**src/rtl/uart_pkg.sv**
```systemverilog
// Shared definitions for the UART control path: FSM state codes, frame
// delimiter defaults, the source byte payload and the frame checksum.
package uart_pkg;

  localparam logic [2:0] ST_IDLE = 3'd0;
  localparam logic [2:0] ST_HEAD = 3'd1;
  localparam logic [2:0] ST_ID   = 3'd2;
  localparam logic [2:0] ST_DATA = 3'd3;
  localparam logic [2:0] ST_SUM  = 3'd4;
  localparam logic [2:0] ST_TAIL = 3'd5;

  localparam logic [7:0] UART_HEAD = 8'h55;
  localparam logic [7:0] UART_TAIL = 8'hAA;

  typedef struct packed {
    logic [7:0] data;
    logic       last;
  } src_byte_t;

  // Two's complement of id + payload sum, so id + payload + checksum == 0 mod 256.
  function automatic logic [7:0] uart_checksum(input logic [7:0] id, input logic [7:0] sum);
    logic [7:0] total;
    total = id + sum;
    return 8'(~total + 8'd1);
  endfunction

endpackage

```
**src/rtl/rr_arbiter.sv**
```systemverilog
// Round-robin arbiter: picks the first requester at or after the pointer,
// and moves the pointer just past the winner when advance is strobed.
module rr_arbiter #(
  parameter int unsigned N_SRC = 4,
  localparam int unsigned IW = (N_SRC > 1) ? $clog2(N_SRC) : 1
) (
  input  logic             clk,
  input  logic             rst_n,
  input  logic [N_SRC-1:0] req,
  input  logic             advance,
  output logic [N_SRC-1:0] grant_c,
  output logic [IW-1:0]    grant_idx_c,
  output logic             any_c
);

  logic [IW-1:0] ptr;

  // Upward scan from the pointer with wrap-around.
  always_comb begin
    logic [IW-1:0] idx;
    grant_c     = '0;
    grant_idx_c = '0;
    any_c       = 1'b0;
    idx         = '0;
    for (int unsigned off = 0; off < N_SRC; off++) begin
      idx = IW'((32'(ptr) + off) % N_SRC);
      if (!any_c && req[idx]) begin
        any_c        = 1'b1;
        grant_c[idx] = 1'b1;
        grant_idx_c  = idx;
      end
    end
  end

  always_ff @(posedge clk) begin
    if (!rst_n) begin
      ptr <= '0;
    end else if (advance && any_c) begin
      ptr <= IW'((32'(grant_idx_c) + 1) % N_SRC);
    end
  end

endmodule

```
**src/rtl/uart_tx_arbiter.sv**
```systemverilog
// Shares one UART transmitter among N_SRC frame sources; wraps each granted
// payload as HEAD, id, payload, checksum, TAIL over the Tx_en/Tx_ACK handshake.
module uart_tx_arbiter
  import uart_pkg::*;
#(
  parameter int unsigned N_SRC   = 4,
  parameter int unsigned MAX_LEN = 16,
  parameter int unsigned TIMEOUT = 50000,
  parameter logic [7:0]  HEAD    = UART_HEAD,
  parameter logic [7:0]  TAIL    = UART_TAIL
) (
  input  logic               i_clk,
  input  logic               i_rst,
  input  logic [N_SRC-1:0]   i_src_req,
  input  logic [N_SRC-1:0]   i_src_valid,
  input  logic [N_SRC-1:0]   i_src_last,
  input  logic [8*N_SRC-1:0] i_src_data,
  output logic [N_SRC-1:0]   o_src_ready,
  output logic [N_SRC-1:0]   o_src_done,
  output logic [N_SRC-1:0]   o_grant,
  input  logic               i_tx_ack,
  output logic               o_tx_en,
  output logic [7:0]         o_tx_data,
  output logic               o_busy,
  output logic               o_err_timeout
);

  localparam int unsigned IW = (N_SRC > 1) ? $clog2(N_SRC) : 1;
  localparam int unsigned CW = $clog2(MAX_LEN + 1);
  localparam int unsigned TW = $clog2(TIMEOUT + 1);

  logic [2:0]       state, state_d;
  logic [IW-1:0]    grant_idx, grant_idx_d;
  logic             held, held_d;
  logic             held_last, held_last_d;
  logic [7:0]       sum, sum_d, sum_acc;
  logic [CW-1:0]    count, count_d, count_inc;
  logic [TW-1:0]    tmo, tmo_d;
  logic [N_SRC-1:0] grant_d, ready_d, done_d;
  logic             tx_en_d, busy_d, err_d;
  logic [7:0]       tx_data_d;
  logic             ack, advance;
  logic [N_SRC-1:0] arb_grant_c;
  logic [IW-1:0]    arb_idx_c;
  logic             arb_any_c;
  src_byte_t        sel_byte;
  logic             sel_valid;
  logic [7:0]       id8;

  rr_arbiter #(.N_SRC(N_SRC)) u_arb (
    .clk         (i_clk),
    .rst_n       (i_rst),
    .req         (i_src_req),
    .advance     (advance),
    .grant_c     (arb_grant_c),
    .grant_idx_c (arb_idx_c),
    .any_c       (arb_any_c)
  );

  // Byte stream of the current owner, selected by the one-hot grant.
  always_comb begin
    sel_valid = 1'b0;
    sel_byte  = '0;
    for (int unsigned k = 0; k < N_SRC; k++) begin
      if (o_grant[k]) begin
        sel_valid     = i_src_valid[k];
        sel_byte.data = i_src_data[8*k +: 8];
        sel_byte.last = i_src_last[k];
      end
    end
  end

  assign ack       = i_tx_ack & o_tx_en;
  assign id8       = 8'(grant_idx);
  assign sum_acc   = sum + o_tx_data;
  assign count_inc = count + CW'(1);

  always_comb begin
    state_d     = state;
    grant_d     = o_grant;
    grant_idx_d = grant_idx;
    held_d      = held;
    held_last_d = held_last;
    sum_d       = sum;
    count_d     = count;
    tmo_d       = tmo;
    tx_en_d     = o_tx_en;
    tx_data_d   = o_tx_data;
    busy_d      = o_busy;
    ready_d     = '0;
    done_d      = '0;
    err_d       = 1'b0;
    advance     = 1'b0;
    case (state)
      ST_IDLE: begin
        if (arb_any_c) begin
          advance     = 1'b1;
          state_d     = ST_HEAD;
          grant_d     = arb_grant_c;
          grant_idx_d = arb_idx_c;
          held_d      = 1'b0;
          sum_d       = '0;
          count_d     = '0;
          tmo_d       = '0;
          busy_d      = 1'b1;
          tx_en_d     = 1'b1;
          tx_data_d   = HEAD;
        end
      end
      ST_HEAD: begin
        if (ack) begin
          state_d   = ST_ID;
          tx_data_d = id8;
        end
      end
      ST_ID: begin
        if (ack) begin
          state_d = ST_DATA;
          tx_en_d = 1'b0;
        end
      end
      ST_DATA: begin
        if (held) begin
          if (ack) begin
            sum_d   = sum_acc;
            count_d = count_inc;
            held_d  = 1'b0;
            if (held_last || count_inc == CW'(MAX_LEN)) begin
              state_d   = ST_SUM;
              tx_data_d = uart_checksum(id8, sum_acc);
            end else begin
              tx_en_d = 1'b0;
            end
          end
        end else if (sel_valid) begin
          held_d      = 1'b1;
          held_last_d = sel_byte.last;
          tx_data_d   = sel_byte.data;
          tx_en_d     = 1'b1;
          ready_d     = o_grant;
          tmo_d       = '0;
        end else if (tmo == TW'(TIMEOUT - 1)) begin
          // Stalled source: close the frame with a deliberately wrong checksum.
          err_d     = 1'b1;
          state_d   = ST_SUM;
          tx_en_d   = 1'b1;
          tx_data_d = ~uart_checksum(id8, sum);
          tmo_d     = '0;
        end else begin
          tmo_d = tmo + TW'(1);
        end
      end
      ST_SUM: begin
        if (ack) begin
          state_d   = ST_TAIL;
          tx_data_d = TAIL;
        end
      end
      ST_TAIL: begin
        if (ack) begin
          state_d   = ST_IDLE;
          done_d    = o_grant;
          grant_d   = '0;
          busy_d    = 1'b0;
          tx_en_d   = 1'b0;
          tx_data_d = '0;
        end
      end
      default: state_d = ST_IDLE;
    endcase
  end

  always_ff @(posedge i_clk) begin
    if (!i_rst) begin
      state         <= ST_IDLE;
      grant_idx     <= '0;
      held          <= 1'b0;
      held_last     <= 1'b0;
      sum           <= '0;
      count         <= '0;
      tmo           <= '0;
      o_grant       <= '0;
      o_src_ready   <= '0;
      o_src_done    <= '0;
      o_tx_en       <= 1'b0;
      o_tx_data     <= '0;
      o_busy        <= 1'b0;
      o_err_timeout <= 1'b0;
    end else begin
      state         <= state_d;
      grant_idx     <= grant_idx_d;
      held          <= held_d;
      held_last     <= held_last_d;
      sum           <= sum_d;
      count         <= count_d;
      tmo           <= tmo_d;
      o_grant       <= grant_d;
      o_src_ready   <= ready_d;
      o_src_done    <= done_d;
      o_tx_en       <= tx_en_d;
      o_tx_data     <= tx_data_d;
      o_busy        <= busy_d;
      o_err_timeout <= err_d;
    end
  end

endmodule

```
**config.mk**
```make
export PLATFORM = sky130hd
export DESIGN_NAME = uart_tx_arbiter
export DESIGN_NICKNAME = d
export VERILOG_FILES = /design/src/rtl/uart_pkg.sv /design/src/rtl/rr_arbiter.sv /design/src/rtl/uart_tx_arbiter.sv
export SDC_FILE = /design/constraint.sdc
export NUM_CORES = 1
export LEC_CHECK = 0
export CORE_ASPECT_RATIO = 1.4
export CORE_MARGIN = 3
export CORE_UTILIZATION = 55
export CTS_CLUSTER_DIAMETER = 120
export DETAILED_ROUTE_END_ITERATION = 8
export DONT_BUFFER_PORTS = 1
export GPL_ROUTABILITY_DRIVEN = 0
export PLACE_DENSITY = 0.68
export SLEW_MARGIN = 40
export SYNTH_ARGS = -nofsm -noshare
export SYNTH_HDL_FRONTEND = slang
export SYNTH_SLANG_ARGS = --single-unit
```
**constraint.sdc**
```tcl
create_clock -name i_clk -period 6.1 [get_ports i_clk]
set_clock_uncertainty 0.1 [all_clocks]
set_input_delay 0.305 -clock i_clk [delete_from_list [all_inputs] [get_ports i_clk]]
set_output_delay 0.305 -clock i_clk [all_outputs]
set_load 0.02 [all_outputs]
```
# After elaboration in Yosys (flattened, before gate mapping)
# Cells that the tools add are included.
# op_classes
add_sub_neg,11
order_cmp,8
eq_ne,22
muxes,90
bitwise,11
n_reduce_logical,30
# ops
cell,count
8-bit 2-to-1 mux,12
16-bit 2-to-1 mux,4
8-bit one-hot mux with 5 select lines,1
9-bit 2-to-1 mux,4
16-bit one-hot mux with 2 select lines,1
1-bit 2-to-1 mux,30
3-bit 2-to-1 mux,10
4-bit 2-to-1 mux,6
8-bit NOT,3
3-bit one-hot mux with 6 select lines,1
16-bit by 1-bit adder with 16-bit output (second input constant),1
2-bit by 8-bit adder with 8-bit output,2
8-bit by 1-bit adder with 8-bit output (second input constant),2
16-bit equality test (second input constant),1
8-bit one-hot mux with 2 select lines,1
5-bit 2-to-1 mux,3
3-bit inequality test (second input constant),5
2-bit inequality test (second input constant),7
2-bit by 3-bit < comparator with 1-bit output (second input constant),4
4-bit bitwise OR,3
3-bit AND reduction,4
5-bit one-hot mux with 2 select lines,1
9-bit AND reduction,1
8-bit adder,1
31 further kinds,64
# word_totals
regBits,61
in_bits,47
out_inout_bits,23

# Logic depth before layout (Yosys ltp)
# Gate-level depths: netlist (run 1).
# depth
depth_word,15
ltp_mapped,12
mapped_depth_nobuf,11

# By module
# A second synthesis (run 1) with hierarchy kept.
# unflattened
hier_cells,562
area_unflattened_um2,4483.0
# modules_own_cells
mod,n_inst,cells_each,area_each_um2
uart_tx_arbiter,1,508,3986.3
rr_arbiter,1,54,496.7

# Worst setup path after synthesis (run 1)
# OpenSTA, ideal clock, no wires.
# synth_timing
path_type,register -> register
start,reg o_tx_data[0]
end,reg o_tx_data[7]
setup_time_ns,0.132
arrival_time_ns,2.787
t_required_ns,5.868
path_slack_ns,3.081
path_stages_with_launch,12
path_buffers,0
period_less_slack_ns,3.019
cell_sequence,dfxtp_1 -> ha_1 -> fa_1 -> inv_1 -> fa_1 -> nor2_1 -> and3_1 -> nand3_1 -> a21oi_1 -> mux2i_1 -> a21o_1 -> o221ai_2
# synth_via
elab_chain_len,8
# synth_rtl
element,line_no,source
start: declaration,uart_tx_arbiter.sv:23,"output logic [7:0] o_tx_data,"
start signal: assignment,uart_tx_arbiter.sv:201,o_tx_data <= tx_data_d;
8-bit adder,uart_tx_arbiter.sv:75,assign sum_acc = sum + o_tx_data;
2-bit by 8-bit adder with 8-bit output,uart_pkg.sv:23,total = id + sum;
8-bit NOT,uart_pkg.sv:24,return 8'(~total + 8'd1);
8-bit by 1-bit adder with 8-bit output,uart_pkg.sv:24,
8-bit 2-to-1 mux,uart_tx_arbiter.sv:128,if (held_last || count_inc == CW'(MAX_LEN)) begin
8-bit 2-to-1 mux,uart_tx_arbiter.sv:124,if (ack) begin
8-bit 2-to-1 mux,uart_tx_arbiter.sv:123,if (held) begin
8-bit one-hot mux with 5 select lines,uart_tx_arbiter.sv:94,case (state)
# Every way passes these cells. The select of a mux whose other input is x is not followed.
# A chain may end at the register's enable or synchronous reset.

# Final worst setup path (run 1)
# layout_timing
start,reg u_arb.ptr[0]
end,reg u_arb.ptr[1]
# layout_via
elab_chain_len,15
elab_cells_between_ends,29
cone_classes,add/sub: 4; mux: 18; reduce/logical: 7
# layout_rtl
element,line_no,source
start: declaration,rr_arbiter.sv:16,logic [IW-1:0] ptr;
start signal: assignment,rr_arbiter.sv:39,ptr <= IW'((32'(grant_idx_c) + 1) % N_SRC);
"parallel branches: the longest is 15 deep, another holds 2-bit by 1-bit adder with 2-bit output",-,
# Parallel ways; which one is timed is not known. The select of a mux whose other input is x is not followed.

==> impl_metrics.yaml, run 1 <==
worst_hold_path:
  min_to: "o_err_timeout"
  holdPathStages: 2
  hold_start: "i_rst"
  hold_path_class: "in2reg"
synthesis:
  synth.net_count: 646
  synthCells: 573
  ys_warn_count: 0
  yosysTopAreaCellShare: 0.266
  yosysSeqAreaShare: 0.266
  synthArstFlopShare: 0
  avgSynthCellArea_um2: 8.00
  synth.largest_area_cell: "dfxtp_1"
  synth_seq_cells: 61
  ys_types: 75
  yosys_most_used_dff: "dfxtp_1"
  synth_top_cells_by_area: "dfxtp_1 27%, ha_1 6.3%, nor2_1 5.2%"
  synth_edf_count: 0
  syn_area_mm2: 0.00458
setup_path:
  worstRegToRegCells: 10
  end_kind: "flip-flop"
  critPathLaunchType: "flip-flop"
  cp_cell_sequence: "inv_1 -> ha_1 -> or3b_1 -> a211o_1 -> a21oi_1 -> a31o_2 -> a21oi_1 -> a311oi_1 -> a21oi_1 -> a221oi_1"
  cp_slowest_cell: "dfxtp_1"
  crit_arrival_ns: 3.61
  reg2reg_from: "u_arb.ptr[0]"
  rrSetupSlack_ns: 2.66
  timing.rr.end: "u_arb.ptr[1]"
  cp_common_cell: "a21oi_1"
  critical_path.max_fanout: 14
  critical_path_class: "reg2reg"
  max_stage_delay_ns: 0.67
  worst_ep_required_time_ns: 6.27
route:
  drt_iter0_drc: 324
  wl_um: 12500
  via_count: 4250
  drc_errors: 0
  drt-wirelength-per-cell_um: 19.0
  drt_first_pass_iters: 5
  ant_nets: 0
  via_per_inst: 6.46
die:
  dieArea_mm2: 0.00948
  dieWidth_um: 83.2
  coreArea_mm2: 0.00794
  die_h_um: 114
  start_util: 0.577
  io_pins: 70
  std_cell_rows: 38
run:
  cap_viol_max_count: 0
clock_network:
  clk_pin_slew_worst_paths_ns: 0.08
  postCtsSetupRepairBufs: 0
  htreeDepth: 3
  clockRootBuffer: "clkbuf_8"
  clkLatencyLatePin_ns: 0.36
  cts_tree: "done"
  numCtsBuffers: 9
  cts.sinks: 61
  clock_path_buffers: 2
power_and_ir_drop:
  totalPowerFinal_w: 0.00205
  p_leak_nw: 1.74
  p_per_area_mw_per_mm2: 428
  ir_drop_mv: 0.237
global_routing:
  grt_pass1_vias: 4143
  grt_max_degree: 35
  overflow: 0
  grt_pass1_wl_um: 20600
  antenna_found_initial: 0
  track_usage: 0.269
cells_and_area:
  num-fill-cells: 731
  nets: 626
  drive_above_1_share: 0.0753
  antenna_cells: 0
  regArea_mm2: 0.00122
  multi_input_area_mm2: 0.00315
  syn2layout_area_growth_pct: 4.50
sta:
  slew_viol_final: 0
  setup_viol: 0
  final.setup.tns_ns: 0
  final_hold_viol_count: 0
  min_period_ns: 3.44
  maxSlewHeadroom: 0.478
  finalCritPeriodShare: 0.565
  fmax_mhz: 290
  rsz0062_at_grt: "false"
  worst_pin_slew_ns: 0.778
place:
  port_buffers: 0
  dpl.hpwl_um: 9340
run_status:
  run_status: "finished clean"
[where the power goes]
group	switching, W	total (W)	internal, W
clock network	0.000192	0.000387	0.000195
logic	0.000613	0.00105	0.000433
registers	0.000165	0.000618	0.000453
[cell usage after synthesis, drive strengths merged, types with 4 or more instances]
cell type	instances
o21bai	4
xor2	14
nand4	6
nor2b	20
a211o	6
dfxtp	61
o211ai	4
xnor2	21
and3	10
a21oi	46
buf	9
nor4b	4
a221oi	12
mux2i	7
a22oi	13
a21boi	4
nor3	10
ha	23
o31ai	4
o21a	4
nor4	6
nand2	38
and2	14
a211oi	12
inv	16
nand3	21
o21ai	28
o32ai	4
nand2b	10
clkbuf	25
nor2	64
[layout by cell type (no fill, tap or decap), types with 5 or more instances in the layout]
cell	netlist	layout
and3_1	10	10
a221oi_1	12	12
nand4_1	5	5
nand3_1	21	21
xor2_1	14	14
mux2i_1	7	7
o21ai_0	27	27
nand2b_1	10	10
clkbuf_8	0	9
a211oi_1	12	12
dfxtp_1	61	59
and2_1	14	14
nor2b_1	20	20
xnor2_1	21	21
a21oi_1	45	45
a211o_1	6	6
nand2_1	38	38
ha_1	23	23
a22oi_1	13	13
inv_1	16	16
nor3_1	9	9
nor4_1	5	5
nor2_1	63	62
[state kept, by name (all words and copies together), names as in the netlist]
signal         cells
tmo               16
o_tx_data          8
sum                8
held_last          1
o_err_timeout      1
o_src_done         4
o_busy             1
o_tx_en            1
count              5
grant_idx          2
o_src_ready        4
state              3
u_arb.ptr          2
held               1
o_grant            4
[worst max-delay path, delay by kind of cell (launching register included)]
| kind | cells | cell delay (ns) |
|---|---|---|
| AO/OA/AOI/OAI | 7 | 1.46 |
| adder cells (fa/ha/maj) | 1 | 0.47 |
| buffers and inverters | 1 | 0.28 |
| flip-flops | 1 | 0.67 |
| AND/OR/NAND/NOR | 1 | 0.38 |
[how the worst max path moves through the flow]
stage,startpoint,endpoint,slack [ns],cells after the start
3_3_place_gp,o_grant[1],o_tx_data[7],2.88,8
3_5_place_dp,u_arb.ptr[0],u_arb.ptr[1],2.69,10
5_1_grt,u_arb.ptr[0],u_arb.ptr[1],2.37,10
4_1_cts,u_arb.ptr[0],u_arb.ptr[1],2.69,10
6_report,u_arb.ptr[0],u_arb.ptr[1],2.66,10
2_1_floorplan,o_tx_data[0],o_tx_data[7],3.08,11
[cell families (layout without fill, tap and decap cells)]
family                   count (synthesis)  in the layout  synth area share
flip-flops                              61             61             0.266
AND/OR/NAND/NOR                        221            221             0.255
adder cells (fa/ha/maj)                 26             26            0.0759
XOR/XNOR                                36             36            0.0718
AO/OA/AOI/OAI                          166            166             0.248
multiplexers                            13             13            0.0374
buffers and inverters                   50             35            0.0459
[area by class of cell]
| type | instances | area share |
|---|---|---|
| clock inverters | 7 | 0.0172 |
| repair buffers | 3 | 0.00418 |
| clock buffers | 9 | 0.0259 |
| multi-input cells | 462 | 0.659 |
| inverters | 16 | 0.0125 |
| flip-flops and latches | 61 | 0.255 |
| well taps | 100 | 0.0261 |
[what timing repair did]
action	CTS	global route
hold endpoints to repair	34	0
hold buffers	1	0
resized for setup	0	0
[layer usage]
metal  track usage  up-vias  part of all wire
li1              -     2064                 -
met2         0.477      112              0.52
met5             0        -                 0
met3        0.0564       37             0.043
met4         0.143        0             0.043
met1         0.302     2037              0.40
[per-stage QoR]
step                cells  utilization  instance area (um^2)  hold slack (ns)  setup slack, ns
floorplan             573            -                  4580            0.344             3.08
global placement      641        0.576                  4570            0.329             2.88
detailed placement    641        0.576                  4580            0.337             2.69
CTS                   658        0.604                  4790           0.0220             2.69
global route          658        0.603                  4790           0.0223             2.37
finish                658        0.603                  4790           0.0391             2.66
Note: power is estimated with default switching activity, not from simulation.
==> run 2, diff against run 1 <==
--- a/config.mk
+++ b/config.mk
@@ -12,7 +12,7 @@
 export DETAILED_ROUTE_END_ITERATION = 8
 export DONT_BUFFER_PORTS = 1
 export GPL_ROUTABILITY_DRIVEN = 0
-export PLACE_DENSITY = 0.68
+export PLACE_DENSITY = 0.71
 export SLEW_MARGIN = 40
 export SYNTH_ARGS = -nofsm -noshare
 export SYNTH_HDL_FRONTEND = slang
==> constraint.sdc (replaced) <==
create_clock -name i_clk -period 2.8 [get_ports i_clk]
set_clock_uncertainty 0.1 [all_clocks]
set_input_delay 0.14 -clock i_clk [delete_from_list [all_inputs] [get_ports i_clk]]
set_output_delay 0.14 -clock i_clk [all_outputs]
set_load 0.02 [all_outputs]
==> run 2 against run 1 <==
Effect of this change:
- hold slack improved by 0.046 ns
- critical path depth rose by 1
- critical endpoint is now o_tx_data[6]
- non-clock buffer count rose by 61
- global-route usage rose by 1.7 points
- combinational power rose to 3.1 times the previous value
- via count rose by 8.3%
- the run now ends with negative setup slack left
- largest power group unchanged
- final area rose by 15%
- register-to-register slack got worse by 2.8 ns
- sequential power rose by 83%
- sequential cell count did not move
- die area did not move
- critical path type unchanged
==> impl_metrics.yaml, run 2 (same netlist as run 1, synthesis figures left out) <==
run_status:
  run_status: "complete, but fails checks"
  violations: "negative setup slack"
worst_hold_path:
  holdPathStages: 4
  hold_path_class: "in2reg"
  hold_start: "i_src_data[26]"
  min_to: "o_tx_data[2]"
die:
  die_h_um: 114
  dieWidth_um: 83.2
  coreArea_mm2: 0.00794
  io_pins: 70
  start_util: 0.577
  std_cell_rows: 38
  dieArea_mm2: 0.00948
sta:
  final_hold_viol_count: 0
  fmax_mhz: 337
  rsz0062_at_grt: "true"
  maxSlewHeadroom: 0.617
  worst_pin_slew_ns: 0.575
  slew_viol_final: 0
  finalCritPeriodShare: 1.06
  min_period_ns: 2.96
  setup_slack_ns: -0.163
  setup_viol: 5
cells_and_area:
  regArea_mm2: 0.00123
  nets: 687
  largest-register: "tmo"
  top_regs: "tmo (16), o_tx_data (8), sum (8)"
  drive_above_1_share: 0.221
  finish.utilization: 0.694
  layout_commonest_cell: "nor2_1"
  layout_common_cells: "60 x nor2_1, 59 x buf_4, 58 x dfxtp_1, 41 x a21oi_1, 38 x nand2_1"
  multi_input_area_mm2: 0.00338
  num-fill-cells: 644
  syn2layout_area_growth_pct: 20.3
  largest_reg_flops: 16
  finalNonFillerCells: 719
  antenna_cells: 0
setup_path:
  critPathLaunchType: "flip-flop"
  timing.rr.end: "o_tx_data[6]"
  reg2reg_from: "o_tx_data[0]"
  critical_path.max_fanout: 3
  critical_path_class: "reg2reg"
  worst_ep_required_time_ns: 2.95
  end_kind: "flip-flop"
  crit_arrival_ns: 3.12
  worstRegToRegCells: 11
  rrSetupSlack_ns: -0.16
global_routing:
  grt_pass1_wl_um: 22000
  grtUsageMet1: 0.318
  overflow: 0
  busiest_layer: "met2"
  antenna_found_initial: 0
  track_usage: 0.286
  grt_max_degree: 37
  grt_pass1_vias: 4460
  grtUsageMet2: 0.516
  met3_usage: 0.0527
route:
  ant_nets: 0
  via_per_inst: 6.40
  drt_first_pass_iters: 6
  drt-wirelength-per-cell_um: 19.2
  wl_um: 13800
  drt_iter0_drc: 413
  drc_errors: 0
  via_count: 4603
place:
  dp_cells: 697
  port_buffers: 0
  dpl.hpwl_um: 10100
clock_network:
  cts_tree: "done"
  clockRootBuffer: "clkbuf_8"
  clock_path_buffers: 2
  numCtsBuffers: 9
  clk_pin_slew_worst_paths_ns: 0.09
  clkLatencyLatePin_ns: 0.36
  htreeDepth: 3
  cts.sinks: 61
run:
  cap_viol_max_count: 0
power_and_ir_drop:
  p_per_area_mw_per_mm2: 968
  p_leak_nw: 2.10
  ir_drop_mv: 0.666
[run 2: cell count changes in the layout (fill, tap and decap cells not counted), moves of 3 or more]
cell     change
a21oi_2      +3
a21oi_1      -4
ha_4         +3
xnor2_2      +4
nand3_1      -3
buf_6        +3
ha_1         -4
nand3_2      +3
buf_4       +57
xnor2_1      -4
[run 2: metal layers]
| metal | vias to the layer above | wire [um] |
|---|---|---|
| li1 | 2184 | - |
| met1 | 2218 | 5150 |
| met2 | 158 | 7370 |
| met3 | 43 | 633 |
| met4 | 0 | 660 |
| met5 | - | 0 |
[run 2: layout make-up]
class / instances / share of cell area
clock buffer: 9 / 0.0225
sequential: 61 / 0.223
timing repair buffer: 64 / 0.0892
tap: 100 / 0.0227
multi-input combinational: 462 / 0.613
clock inverter: 7 / 0.0188
inverter: 16 / 0.0109
[run 2: worst max path at each step]
stage / from / endpoint / slack (ns) / depth (start not counted)
detailed placement: sum[0] / o_tx_data[7] / -0.12 / 9
CTS: o_tx_data[0] / o_tx_data[6] / -0.06 / 11
global route: o_tx_data[0] / o_tx_data[6] / -0.25 / 11
finish: o_tx_data[0] / o_tx_data[6] / -0.16 / 11
global placement: sum[0] / o_tx_data[7] / -0.05 / 9
floorplan: o_tx_data[0] / o_tx_data[6] / 0.02 / 11
[run 2: repair_timing]
item	4_1_cts	5_1_grt
hold buffers	2	0
setup endpoints to repair	6	6
buffers inserted	1	4
resized for setup	9	26
hold endpoints to repair	39	0
pin swaps	3	22
[run 2: per-stage QoR]
| stage | area, um^2 | setup TNS [ns] | setup slack, ns | hold slack, ns | power (W) |
|---|---|---|---|---|---|
| final | 5510 | -0.581 | -0.163 | 0.0852 | 0.00534 |
| after floorplan | 4660 | 0 | 0.0163 | 0.206 | 0.00318 |
| after global placement | 5060 | -0.125 | -0.0535 | 0.169 | 0.00402 |
| after CTS | 5360 | -0.150 | -0.0592 | 0.108 | 0.00507 |
| after detailed placement | 5060 | -0.475 | -0.119 | 0.172 | 0.00410 |
| after global routing | 5510 | -1.05 | -0.254 | 0.102 | 0.00568 |
[run 2: power by group]
part           leakage, nW  total [W]  switching, W  internal [W]
Combinational         1.49    0.00328       0.00183       0.00144
Sequential           0.497    0.00113      0.000138      0.000990
Clock                0.117   0.000933      0.000416      0.000517
Total                 2.10    0.00534       0.00239       0.00295
[run 2: worst max-delay path: stages, from the launching register on]
cell	delay (ns)
dfxtp_4	0.36
ha_4	0.16
fa_1	0.58
inv_2	0.06
fa_2	0.44
nor2_4	0.16
nand3_2	0.11
and3_4	0.21
a31o_4	0.20
a21oi_2	0.13
xnor2_1	0.08
a221o_1	0.28
